`src/rtl/x2p_apb_master.sv`:
```
// rtl/x2p_apb_master.sv - request/response to APB master bridge with address decode and wait timeout
module x2p_apb_master #(
  parameter int DATA_LENGTH = 32,
  parameter int NUM_SLAVE   = 4,
  parameter int SEL_LSB     = 12,
  parameter int TIMEOUT_CYC = 16
) (
  input  logic                            pclk,
  input  logic                            preset_n,
  input  logic                            req_valid,
  output logic                            req_ready,
  input  logic [DATA_LENGTH-1:0]          req_addr,
  input  logic                            req_write,
  input  logic [DATA_LENGTH-1:0]          req_wdata,
  input  logic [3:0]                      req_strb,
  input  logic [2:0]                      req_prot,
  output logic                            rsp_valid,
  output logic [DATA_LENGTH-1:0]          rsp_rdata,
  output logic                            rsp_slverr,
  output logic                            rsp_timeout,
  output logic [NUM_SLAVE-1:0]            psel,
  output logic [DATA_LENGTH-1:0]          paddr,
  output logic [2:0]                      pprot,
  output logic                            penable,
  output logic                            pwrite,
  output logic [DATA_LENGTH-1:0]          pwdata,
  output logic [3:0]                      pstrb,
  input  logic [NUM_SLAVE-1:0]            pready,
  input  logic [NUM_SLAVE*DATA_LENGTH-1:0] prdata,
  input  logic [NUM_SLAVE-1:0]            pslverr
);

  localparam int CW = (TIMEOUT_CYC < 1) ? 1 : $clog2(TIMEOUT_CYC + 1);
  localparam logic [2:0] NS_W = 3'(NUM_SLAVE);
  localparam logic [CW-1:0] TO_W = CW'(TIMEOUT_CYC);

  typedef enum logic [1:0] {IDLE, SETUP, ACCESS, DECERR} state_t;

  state_t                 state, state_nxt;
  logic [1:0]             idx;
  logic [CW-1:0]          wait_cnt;
  logic                   handshake;
  logic                   sel_ready;
  logic                   sel_err;
  logic [DATA_LENGTH-1:0] sel_rdata;
  logic                   timeout_hit;
  logic [1:0]             req_idx;

  assign req_ready = preset_n && (state == IDLE);
  assign handshake = req_valid && req_ready;
  assign req_idx   = req_addr[SEL_LSB+1:SEL_LSB];
  assign penable   = (state == ACCESS);

  // Only the addressed slave's return signals are ever looked at.
  always_comb begin
    sel_ready = 1'b0;
    sel_err   = 1'b0;
    sel_rdata = '0;
    psel      = '0;
    for (int i = 0; i < NUM_SLAVE; i++) begin
      if (idx == i[1:0]) begin
        sel_ready = pready[i];
        sel_err   = pslverr[i];
        sel_rdata = prdata[i*DATA_LENGTH +: DATA_LENGTH];
        psel[i]   = (state == SETUP) || (state == ACCESS);
      end
    end
  end

  // The limit is checked one cycle after the last counted wait, so a late pready still wins.
  assign timeout_hit = (TIMEOUT_CYC != 0) && (wait_cnt == TO_W) && !sel_ready;

  always_ff @(posedge pclk or negedge preset_n) begin
    if (!preset_n) state <= IDLE;
    else           state <= state_nxt;
  end

  always_comb begin
    state_nxt = state;
    case (state)
      IDLE:    if (handshake) state_nxt = ({1'b0, req_idx} < NS_W) ? SETUP : DECERR;
      SETUP:   state_nxt = ACCESS;
      ACCESS:  if (sel_ready || timeout_hit) state_nxt = IDLE;
      DECERR:  state_nxt = IDLE;
      default: state_nxt = IDLE;
    endcase
  end

  always_ff @(posedge pclk or negedge preset_n) begin
    if (!preset_n) begin
      idx         <= '0;
      paddr       <= '0;
      pwdata      <= '0;
      pstrb       <= '0;
      pprot       <= '0;
      pwrite      <= 1'b0;
      wait_cnt    <= '0;
      rsp_valid   <= 1'b0;
      rsp_rdata   <= '0;
      rsp_slverr  <= 1'b0;
      rsp_timeout <= 1'b0;
    end else begin
      rsp_valid   <= 1'b0;
      rsp_rdata   <= '0;
      rsp_slverr  <= 1'b0;
      rsp_timeout <= 1'b0;
      if (handshake) begin
        idx    <= req_idx;
        paddr  <= req_addr;
        pwdata <= req_wdata;
        pstrb  <= req_strb;
        pprot  <= req_prot;
        pwrite <= req_write;
      end
      if (state == SETUP) wait_cnt <= '0;
      if (state == ACCESS) begin
        if (sel_ready) begin
          rsp_valid  <= 1'b1;
          rsp_rdata  <= pwrite ? '0 : sel_rdata;
          rsp_slverr <= sel_err;
        end else if (timeout_hit) begin
          rsp_valid   <= 1'b1;
          rsp_slverr  <= 1'b1;
          rsp_timeout <= 1'b1;
        end else if (wait_cnt != '1) begin
          wait_cnt <= wait_cnt + CW'(1);
        end
      end
      if (state == DECERR) begin
        rsp_valid  <= 1'b1;
        rsp_slverr <= 1'b1;
      end
    end
  end

endmodule

```
`config.mk`:
```
export PLATFORM = sky130hd
export DESIGN_NAME = x2p_apb_master
export DESIGN_NICKNAME = d
export VERILOG_FILES = /design/src/rtl/x2p_apb_master.sv
export SDC_FILE = /design/constraint.sdc
export NUM_CORES = 1
export LEC_CHECK = 0
export CAP_MARGIN = 20
export CELL_PAD_IN_SITES_DETAIL_PLACEMENT = 0
export CELL_PAD_IN_SITES_GLOBAL_PLACEMENT = 1
export CORE_UTILIZATION = 30
export DETAILED_ROUTE_END_ITERATION = 16
export GPL_ROUTABILITY_DRIVEN = 1
export HOLD_SLACK_MARGIN = 0.05
export PLACE_DENSITY = 0.95
export SLEW_MARGIN = 20
export SYNTH_ARGS = -nofsm -noshare
export SYNTH_HDL_FRONTEND = slang
export SYNTH_SLANG_ARGS = --single-unit
```
`constraint.sdc`:
```
create_clock -name pclk -period 3 [get_ports pclk]
set_input_delay 0.3 -clock pclk [delete_from_list [all_inputs] [get_ports pclk]]
set_output_delay 0.3 -clock pclk [all_outputs]
set_load 0.01 [all_outputs]
```
==> metrics.md <==
| Metric | Value |
|---|---|
| GRT met1 Usage | 17.6% |
| Starting Density | 30.8% |
| Max clock buf depth | 2 |
| YS warnings | 0 |
| Global Route Usage Sum | 17.9% |
| Setup TNS | 0 ns |
| Worst path bufs/invs | 2 |
| Cell Area, Synth | 5120 um^2 |
| Top Ports | 324 |
| Syn Inst Count | 320 |
| H-tree Lvls | 4 |
| XOR/XNOR share of the synthesized area | 0.171% |
| Routed WL | 15200 um |
| Antenna Nets Post-Route | 0 |
| Wire per inst | 17.2 um |
| Period Utilization, post-route | 76.1% |
| Antenna violations before repair | 0 |
| Die ar. | 17600 um^2 |
| Worst slew pin tran | 0.846 ns |
| GR peak layer | met2 |
| Fin. Hold Viols | 0 |
| Syn avg cell area | 16.0 um^2 |
| M2 GR Usage | 35.1% |
| VDD IR-drop max | 0.389 mV |
| DIE WIDTH | 133 um |
| Core area | 16600 um^2 |
| CTS Buf Count | 17 |
| Clock skew | 0.00528 ns |
| Status | completed |
| Worst EP required | 2.70 ns |
| P per Cell Area | 882 nW/um^2 |
| # hold bufs at CTS | 1 |
| Largest delay share family, worst path | buffers and inverters |
| Pleak | 3.78 nW |
| Number of synthesized flops with an enable pin | 0 |
| Final setup vio count | 0 |
| Die extent in y | 133 um |
| Hpwl dp | 12200 um |
| Postcts setup bufs | 0 |
| Adder-cell share of the synthesized area | 1.95% |
| Main flop type after synthesis | dfrtp_1 |
| CP Data Arrival Time | 1.98 ns |
| Port Buffers | 323 |
| Global placement routability congestion | 0.839 |
| Clk root buf | clkbuf_16 |
| Hold Path Class | in2async |
| Slowest cell on crit path | clkdlybuf4s50_1 |
| Site row count | 47 |
| First-pass GRT wire length | 23600 um |
| Multiplexer share of the synthesized area | 31.8% |
| Worst skew pair latency | 0.41 ns |
| Register area share after synthesis | 55.7% |
| CTS tree | done |
| CTS clk-pin slew, worst paths | 0.06 ns |
| Synth cell types | 33 |
| Post-route DRC | 0 |
| Post-synthesis async set-or-reset flop share | 100% |
| Drt via density | 4.53 |
| DR iter-0 viols | 98 |
| Setup repair after global routing missed its margin | false |
| Post_cts resized | 0 |
| #FFs+latches synth | 114 |
| Slowest stage delay, CP | 0.57 ns |
| Met3 usage | 5.63% |
| Achievable Freq | 0.438 GHz |
| Number of global-route vias before repair | 4359 |
| Via count | 4008 |
| ANT cells | 0 |
| Nets@finish | 870 |
| Area Growth Syn to Fin | 80.9% |
| Post-Synth Simple-Gate Area | 6.79% |
| Period minus WS final | 2.28 ns |
| Largest family of logic cells by synthesized area | multiplexers |
| Max Cap Viol | 0 |
| Share of cells above drive strength 1 | 23.5% |
| Overall Power | 8.17 mW |
| Sink Count | 114 |
| Rel. slew slack | 43.6% |
| Final Worst Setup Slack | 0.717 ns |
| CP Class | reg2out |
| Pin count of the biggest net entering global routing | 69 |
| CP Cell Sequence | inv_1 -> ha_1 -> nor3b_1 -> clkdlybuf4s50_1 |
| Dpl ws | 0.843 ns |
| Total overflow reported by the global router | 0 |
| CP Launch Type | register |
| Worst-path maximum fanout | 4 |
| Crit path capture type | primary output |
| Initial DRT Pass Iterations | 4 |
| Slew Viols, Final | 0 |
| Complex-gate fraction of the synthesized area | 1.44% |
| Syn Nets | 539 |
[cell usage after synthesis, types with 2 or more instances]
cell,n,share of area (%)
nand3_1,2,0.20
nand2b_1,3,0.37
nor2_1,3,0.22
dfrtp_1,114,56
nor2b_1,34,4.2
mux4_2,34,15
mux2i_1,2,0.39
mux2_2,75,16
nand2_1,3,0.22
ha_1,8,2.0
buf_2,5,0.49
clkbuf_1,8,0.59
buf_1,2,0.15
buf_4,2,0.29
and3_1,2,0.24
inv_1,6,0.44
[power breakdown]
| group | switching [mW] | internal [mW] | leakage [nW] |
|---|---|---|---|
| Combinational | 1.26 | 2.28 | 2.06 |
| Clock | 0.728 | 1.42 | 0.296 |
| Sequential | 0.361 | 2.13 | 1.43 |
| Total | 2.35 | 5.82 | 3.78 |
[stage by stage]
| step | hold WS (ns) | cells | util, % | instance area, um^2 |
|---|---|---|---|---|
| after floorplan | 0.00441 | 320 | - | 5120 |
| after detailed placement | 0.141 | 851 | 51.8 | 8610 |
| after CTS | 0.341 | 884 | 55.7 | 9260 |
| final | 0.330 | 884 | 55.7 | 9260 |
| after global routing | 0.349 | 884 | 55.7 | 9260 |
| after global placement | 0.143 | 851 | 51.8 | 8610 |
[layout make-up]
cell class | count | area [um^2]
inverters | 6 | 22.5
fillers | 1345 | 7380
clock buffers | 18 | 439
clock inverters | 14 | 201
well taps | 220 | 275
repair buffers | 330 | 3300
multi-input cells | 182 | 2170
flip-flops and latches | 114 | 2850
[sequential cells by signal, summed over array words and instances, names as in the netlist]
name,cells
rsp_valid,1
pwdata,32
wait_cnt,5
pprot,3
state,2
paddr,32
pstrb,4
rsp_slverr,1
rsp_rdata,32
rsp_timeout,1
pwrite,1
[cell families (layout without fill, tap and decap cells)]
kind of cell | Yosys count | after routing
AOI/OAI and AO/OA | 7 | 7
muxes | 111 | 111
and+or+nand+nor | 55 | 55
DFF | 114 | 114
adders and majority gates | 8 | 8
xor gates and xnor gates | 1 | 1
buffers and inverters | 24 | 368
[routing by layer]
metal / up-vias / wire [um] / part of all wire (%)
met3: 19 / 1110 / 7.3
li1: 1828 / - / -
met1: 1945 / 5150 / 34
met2: 216 / 8660 / 57
met4: 0 / 265 / 1.7
met5: - / 0 / 0
[final timing paths]
check / start / endpoint / slack [ns] / cells past startpoint
setup / recovery: state[0]$_DFFE_PN0P_ / psel[0] / 0.72 / 4
hold / removal: preset_n / paddr[13]$_DFFE_PN0P_ / 0.33 / 2
setup reg to reg: paddr[12]$_DFFE_PN0P_ / wait_cnt[1]$_DFF_PN0_ / 0.84 / 3
hold reg to reg: paddr[17]$_DFFE_PN0P_ / paddr[17]$_DFFE_PN0P_ / 0.50 / 1
max in group asynchronous: preset_n / paddr[19]$_DFFE_PN0P_ / 1.06 / 4
min in group pclk: req_addr[2] / paddr[2]$_DFFE_PN0P_ / 0.50 / 2
[placed cells by master (no fill, tap or decap), types with 2 or more instances in the layout]
cell and n:
mux2_2 75, inv_6 3, clkinvlp_4 5, inv_1 6
nor2_1 3, nand2b_1 3, mux4_2 34, nand2_1 3
clkbuf_16 17, bufinv_16 4, mux2i_1 2, clkinv_4 2
ha_1 8, dfrtp_1 113, buf_4 6, nor2b_1 34
clkdlybuf4s50_1 322, and3_1 2
[worst reg2reg max path, delay by kind of cell, from the launching register on]
kind	cells	cell delay [ns]
DFF	1	0.63
muxes	2	1.07
and+or+nand+nor	1	0.34
Power figures use the tool's default switching activity.
